==> config.mk <==
export PLATFORM = sky130hd
export DESIGN_NAME = prefetch_queue
export DESIGN_NICKNAME = d
export VERILOG_FILES = /design/src/rtl/prefetch_pkg.sv /design/src/rtl/byte_queue.sv /design/src/rtl/prefetch_queue.sv
export SDC_FILE = /design/constraint.sdc
export NUM_CORES = 1
export LEC_CHECK = 0
export ABC_AREA = 1
export BUFFER_PORTS_ARGS = -buffer_cell sky130_fd_sc_hd__buf_2
export CAP_MARGIN = 10
export CORE_UTILIZATION = 60
export DETAILED_ROUTE_END_ITERATION = 10
export PLACE_DENSITY = 0.83
export SYNTH_ARGS = -nofsm -noshare
export SYNTH_HDL_FRONTEND = slang
export SYNTH_SLANG_ARGS = --single-unit
==> constraint.sdc <==
create_clock -name clk -period 4.7 [get_ports clk]
set_clock_uncertainty 0.15 [all_clocks]
set_input_delay 0.94 -clock clk [delete_from_list [all_inputs] [get_ports clk]]
set_output_delay 0.94 -clock clk [all_outputs]
set_load 0.01 [all_outputs]
==> src/rtl/prefetch_pkg.sv <==
// rtl/prefetch_pkg.sv - shared types, reset vector and physical address helper for the prefetcher
package prefetch_pkg;

    typedef logic [7:0] byte_t;

    typedef enum logic [1:0] {
        IDLE  = 2'd0,
        FETCH = 2'd1,
        ABORT = 2'd2
    } fetch_state_t;

    localparam logic [15:0] RESET_VECTOR_IP = 16'h0000;

    // Real-mode segment:offset translation; the carry out of bit 19 is dropped.
    function automatic logic [19:0] phys_addr(input logic [15:0] seg, input logic [15:0] ip);
        return {seg, 4'b0000} + {4'b0000, ip};
    endfunction

endpackage

==> src/rtl/byte_queue.sv <==
// rtl/byte_queue.sv - dual-push/single-pop byte ring with flush; peek port when PREFETCH_PEEK_EN is defined
module byte_queue
    import prefetch_pkg::*;
#(
    parameter int DEPTH = 6
) (
    input  logic                       clk,
    input  logic                       reset,
    input  logic                       flush,
    input  logic [1:0]                 push_cnt,
    input  byte_t                      push_data0,
    input  byte_t                      push_data1,
    input  logic                       pop,
    output byte_t                      rd_data,
    output logic                       empty,
    output logic [$clog2(DEPTH+1)-1:0] count
`ifdef PREFETCH_PEEK_EN
    ,
    output byte_t                      rd_data_next,
    output logic                       next_valid
`endif
);

    localparam int PW = $clog2(DEPTH);
    localparam int CW = $clog2(DEPTH + 1);
    localparam logic [PW-1:0] LAST = PW'(DEPTH - 1);

    byte_t         mem [DEPTH];
    logic [PW-1:0] wr_ptr;
    logic [PW-1:0] rd_ptr;
    logic          pop_fire;

    function automatic logic [PW-1:0] ptr_inc(input logic [PW-1:0] p);
        return (p == LAST) ? '0 : p + 1'b1;
    endfunction

    assign empty    = (count == '0);
    assign pop_fire = pop && !empty;
    assign rd_data  = mem[rd_ptr];

`ifdef PREFETCH_PEEK_EN
    assign rd_data_next = mem[ptr_inc(rd_ptr)];
    assign next_valid   = (count >= CW'(2));
`endif

    always_ff @(posedge clk) begin
        if (!flush && push_cnt != 2'd0) begin
            mem[wr_ptr] <= push_data0;
        end
        if (!flush && push_cnt == 2'd2) begin
            mem[ptr_inc(wr_ptr)] <= push_data1;
        end
    end

    // The pop always reads the pre-push head, so a 1-byte queue can pop and refill together.
    always_ff @(posedge clk) begin
        if (!reset || flush) begin
            wr_ptr <= '0;
            rd_ptr <= '0;
            count  <= '0;
        end else begin
            if (push_cnt == 2'd1) begin
                wr_ptr <= ptr_inc(wr_ptr);
            end else if (push_cnt == 2'd2) begin
                wr_ptr <= ptr_inc(ptr_inc(wr_ptr));
            end
            if (pop_fire) begin
                rd_ptr <= ptr_inc(rd_ptr);
            end
            count <= count + CW'(push_cnt) - CW'(pop_fire);
        end
    end

endmodule

==> src/rtl/prefetch_queue.sv <==
// rtl/prefetch_queue.sv - 80x86 instruction prefetcher: fetch FSM, fetch IP and byte queue; PREFETCH_PEEK_EN adds a peek port
module prefetch_queue
    import prefetch_pkg::*;
#(
    parameter int          DEPTH    = 6,
    parameter logic [15:0] RESET_IP = RESET_VECTOR_IP
) (
    input  logic                       clk,
    input  logic                       reset,
    input  logic [15:0]                cs,
    input  logic [15:0]                new_ip,
    input  logic                       load_new_ip,
    input  logic                       rd_en,
    output byte_t                      rd_data,
    output logic                       empty,
    output logic [$clog2(DEPTH+1)-1:0] count,
    output logic                       mem_access,
    input  logic                       mem_ack,
    output logic [18:0]                mem_address,
    input  logic [15:0]                mem_data
`ifdef PREFETCH_PEEK_EN
    ,
    output byte_t                      rd_data_next,
    output logic                       next_valid
`endif
);

    localparam int CW = $clog2(DEPTH + 1);

    fetch_state_t state;
    logic [15:0]  fetch_ip;
    logic [19:0]  phys;
    logic         odd;
    logic         issue_ok;
    logic         accept;
    logic [1:0]   push_cnt;
    byte_t        push_data0;
    byte_t        push_data1;

    assign phys = phys_addr(cs, fetch_ip);
    // The segment base is a multiple of 16, so the physical LSB is the IP parity.
    assign odd  = phys[0];

    assign issue_ok   = (count <= CW'(DEPTH - 2));
    assign accept     = (state == FETCH) && mem_ack && !load_new_ip;
    assign push_cnt   = !accept ? 2'd0 : (odd ? 2'd1 : 2'd2);
    assign push_data0 = odd ? mem_data[15:8] : mem_data[7:0];
    assign push_data1 = mem_data[15:8];
    assign mem_access = (state != IDLE);

    always_ff @(posedge clk) begin
        if (!reset) begin
            state       <= IDLE;
            fetch_ip    <= RESET_IP;
            mem_address <= '0;
        end else if (load_new_ip) begin
            // An access already on the bus must still see its ack before a new one may start.
            fetch_ip <= new_ip;
            case (state)
                FETCH:   state <= mem_ack ? IDLE : ABORT;
                ABORT:   state <= mem_ack ? IDLE : ABORT;
                default: state <= IDLE;
            endcase
        end else begin
            case (state)
                IDLE: begin
                    if (issue_ok) begin
                        mem_address <= phys[19:1];
                        state       <= FETCH;
                    end
                end
                FETCH: begin
                    if (mem_ack) begin
                        fetch_ip <= fetch_ip + (odd ? 16'd1 : 16'd2);
                        state    <= IDLE;
                    end
                end
                ABORT: begin
                    if (mem_ack) begin
                        state <= IDLE;
                    end
                end
                default: state <= IDLE;
            endcase
        end
    end

    byte_queue #(
        .DEPTH(DEPTH)
    ) u_byte_queue (
        .clk         (clk),
        .reset       (reset),
        .flush       (load_new_ip),
        .push_cnt    (push_cnt),
        .push_data0  (push_data0),
        .push_data1  (push_data1),
        .pop         (rd_en),
        .rd_data     (rd_data),
        .empty       (empty),
        .count       (count)
`ifdef PREFETCH_PEEK_EN
        ,
        .rd_data_next(rd_data_next),
        .next_valid  (next_valid)
`endif
    );

endmodule

==> flow_metrics.env <==
export IMPL_r2r_cells=12
export IMPL_endpoint_kind="primary output"
export IMPL_worstPathRequired_ns=3.61
export IMPL_cts_sinks=97
export IMPL_avgSynthCellArea_sq_um=7.45
export IMPL_peakVddDrop_mv=0.140
export IMPL_hold_violations=0
export IMPL_synthArstFlopShare_pct=0
export IMPL_path_class="flip-flop to primary output"
export IMPL_ant_nets=0
export IMPL_r2r_start="state[1]"
export IMPL_via_per_inst=5.45
export IMPL_drtIter0Drc=213
export IMPL_post_cts_repair_setup_buffers=0
export IMPL_crit_path_start_kind="flip-flop"
export IMPL_power_w=0.00180
export IMPL_die_x_um=101
export IMPL_cp_top_family="buffers and inverters"
export IMPL_crit_path_end="rd_data[1]"
export IMPL_cts_buffers=9
export IMPL_start_util_pct=62.8
export IMPL_rsz0062_at_grt="no"
export IMPL_mostFrequentLayoutCells="nand2_1 (221), inv_1 (101), buf_2 (84)"
export IMPL_wire_per_inst_um=14.7
export IMPL_cts_buffer_depth=2
export IMPL_area_delta_synth_final_pct=10.0
export IMPL_slowest_delay_ns=0.56
export IMPL_die_h_um=101
export IMPL_finalNetCount=934
export IMPL_track_usage_pct=29.6
export IMPL_p_leak_nw=3.01
export IMPL_hold_class="flip-flop to flip-flop"
export IMPL_place_gp_congestion=0.897
export IMPL_ys_seq_area_share_pct=41.2
export IMPL_path_cells="buf_4 > inv_1 > nand2_1 > a32o_1 > o22ai_1 > buf_2"
export IMPL_cp_arrival_ns=2.14
export IMPL_drive_above_1_share_pct=16.1
export IMPL_synth_cell_types=37
export IMPL_crit_buf_inv=3
export IMPL_num_io_pins=85
export IMPL_r2r_end="u_byte_queue.count[2]"
export IMPL_dieArea_sq_um=10200
export IMPL_crit_slowest_cell="inv_1"
export IMPL_fin_crit_ns=3.23
export IMPL_layout_commonest_cell="nand2_1"
export IMPL_synth_nets=863
export IMPL_cts_max_level=3
export IMPL_drv_slew=0
export IMPL_cts_root_buf="clkbuf_8"
export IMPL_slew_headroom_pct=41.2
export IMPL_rows=35
export IMPL_grt_overflow=0
export IMPL_cts_hold_buffers=0
export IMPL_port_buffer_count=84
export IMPL_synth_ff_type="dfxtp_1"
export IMPL_first_global_vias=5139
export IMPL_status="completed"
export IMPL_setup_violations=0
export IMPL_clk_pin_slew_worst_paths_ns=0.11
export IMPL_antenna_cells=0
export IMPL_routed_wirelength_um=14600
export IMPL_tightest_slew_ns=0.873
export IMPL_remaining_drc_errors=0
export IMPL_antenna_found_initial=0
export IMPL_period_share_pct=68.7
export IMPL_ys_ff_latch=97
export IMPL_maxCapViolations=0
export IMPL_setup_tns_ns=0
export IMPL_postSynthCellCount=789
export IMPL_power_density_nw_per_um2=278
export IMPL_dr_pass1_iters=4
export IMPL_max_freq_mhz=310
export IMPL_cts_tree="done"
export IMPL_syn_area_sq_um=5880
export IMPL_fin_cells=994
export IMPL_clk_latency_ns=0.38
export IMPL_hpwl_um=10800
export IMPL_placed_cells=978
export IMPL_cts_resized=0
export IMPL_core_area_sq_um=9370
export IMPL_ys_warn_count=0
export IMPL_n_fill_cell=819
export IMPL_path_depth=6
export IMPL_cp_max_fo=25
export IMPL_grt_pass1_wl_um=23200
export IMPL_r2r_setup_slack_ns=2.02
export IMPL_num_vias=5416
export IMPL_synth_edf_count=48
export IMPL_grt_max_degree=35
[worst min path at each step]
| stage | from | end | cells after the start |
|---|---|---|---|
| floorplan | u_byte_queue.rd_ptr[0] | flip-flop | 1 |
| global placement | u_byte_queue.rd_ptr[0] | flip-flop | 1 |
| detailed placement | u_byte_queue.rd_ptr[2] | u_byte_queue.rd_ptr[2] | 2 |
| CTS | state[1] | state[1] | 2 |
| global route | state[1] | state[1] | 2 |
| finish | state[1] | state[1] | 2 |
[flip-flops by register name, indices dropped and copies added, names as in the netlist, named ones only]
register             flops
u_byte_queue.mem        48
u_byte_queue.rd_ptr      3
u_byte_queue.count       3
mem_address             19
u_byte_queue.wr_ptr      3
fetch_ip                16
state                    2
[kinds of logic (layout without fill, tap and decap cells)]
group / Yosys count / in the layout / share of synthesized area (%)
xor gates and xnor gates: 8 / 8 / 1.19
DFF: 97 / 97 / 41.2
adders and majority gates: 21 / 21 / 4.72
AOI/OAI and AO/OA: 169 / 169 / 16.5
and+or+nand+nor: 358 / 358 / 26.1
buffers and inverters: 136 / 212 / 10.3
[where the power goes]
part / internal, W / switching, W / total, W
Clock: 0.000200 / 0.000327 / 0.000527
Combinational: 0.000121 / 0.000203 / 0.000325
Sequential: 0.000921 / 0.0000260 / 0.000947
[worst register-to-register path, cell delays in order (launching register included)]
cell and delay, ns:
dfxtp_1 0.33, inv_1 0.07, ha_1 0.17, nand2_2 0.13
nor2_8 0.27, inv_4 0.12, nor2_8 0.16, inv_1 0.06
ha_1 0.29, fa_1 0.44, xor2_1 0.17, xor2_1 0.18
nor2_1 0.05
[final cells by class]
type	count	area [sq um]	area share [%]
clock buffer	10	128	1.97
tap	129	161	2.49
inverter	110	418	6.46
sequential	97	2420	37.4
timing repair buffer	86	435	6.73
clock inverter	6	52.6	0.812
multi-input combinational	556	2850	44.1
[through the flow]
step	instance area [sq um]	hold slack [ns]	util [%]	setup slack (ns)
6_report	6470	0.344	69.1	1.47
5_1_grt	6470	0.370	69.1	1.34
4_1_cts	6470	0.340	69.1	1.48
3_5_place_dp	6290	0.317	67.1	1.38
3_3_place_gp	6290	0.296	67.1	1.45
2_1_floorplan	5880	0.284	-	1.94
[per-layer routing]
layer / part of all wire [%] / routed length [um] / up-vias / global-route usage [%]
li1: - / - / 2724 / -
met1: 40 / 5790 / 2466 / 34.4
met2: 51 / 7480 / 187 / 53.6
met3: 6.0 / 875 / 39 / 4.99
met4: 3.0 / 442 / 0 / 13.0
met5: 0 / 0 / - / 0
[cells in the mapped netlist (all sizes together) (8+ instances only)]
cell type  number  area share, %
a21oi          41            3.5
a32o            8            1.4
buf            19            2.7
dfxtp          49             17
edfxtp         48             25
ha             19            4.0
inv           109            7.0
nand2         226             15
nand3          35            3.4
nor2           79            6.0
nor3           10            1.0
o21ai          96            8.9
o22ai           9           0.96
No activity file was read; power rests on OpenSTA's default activity.
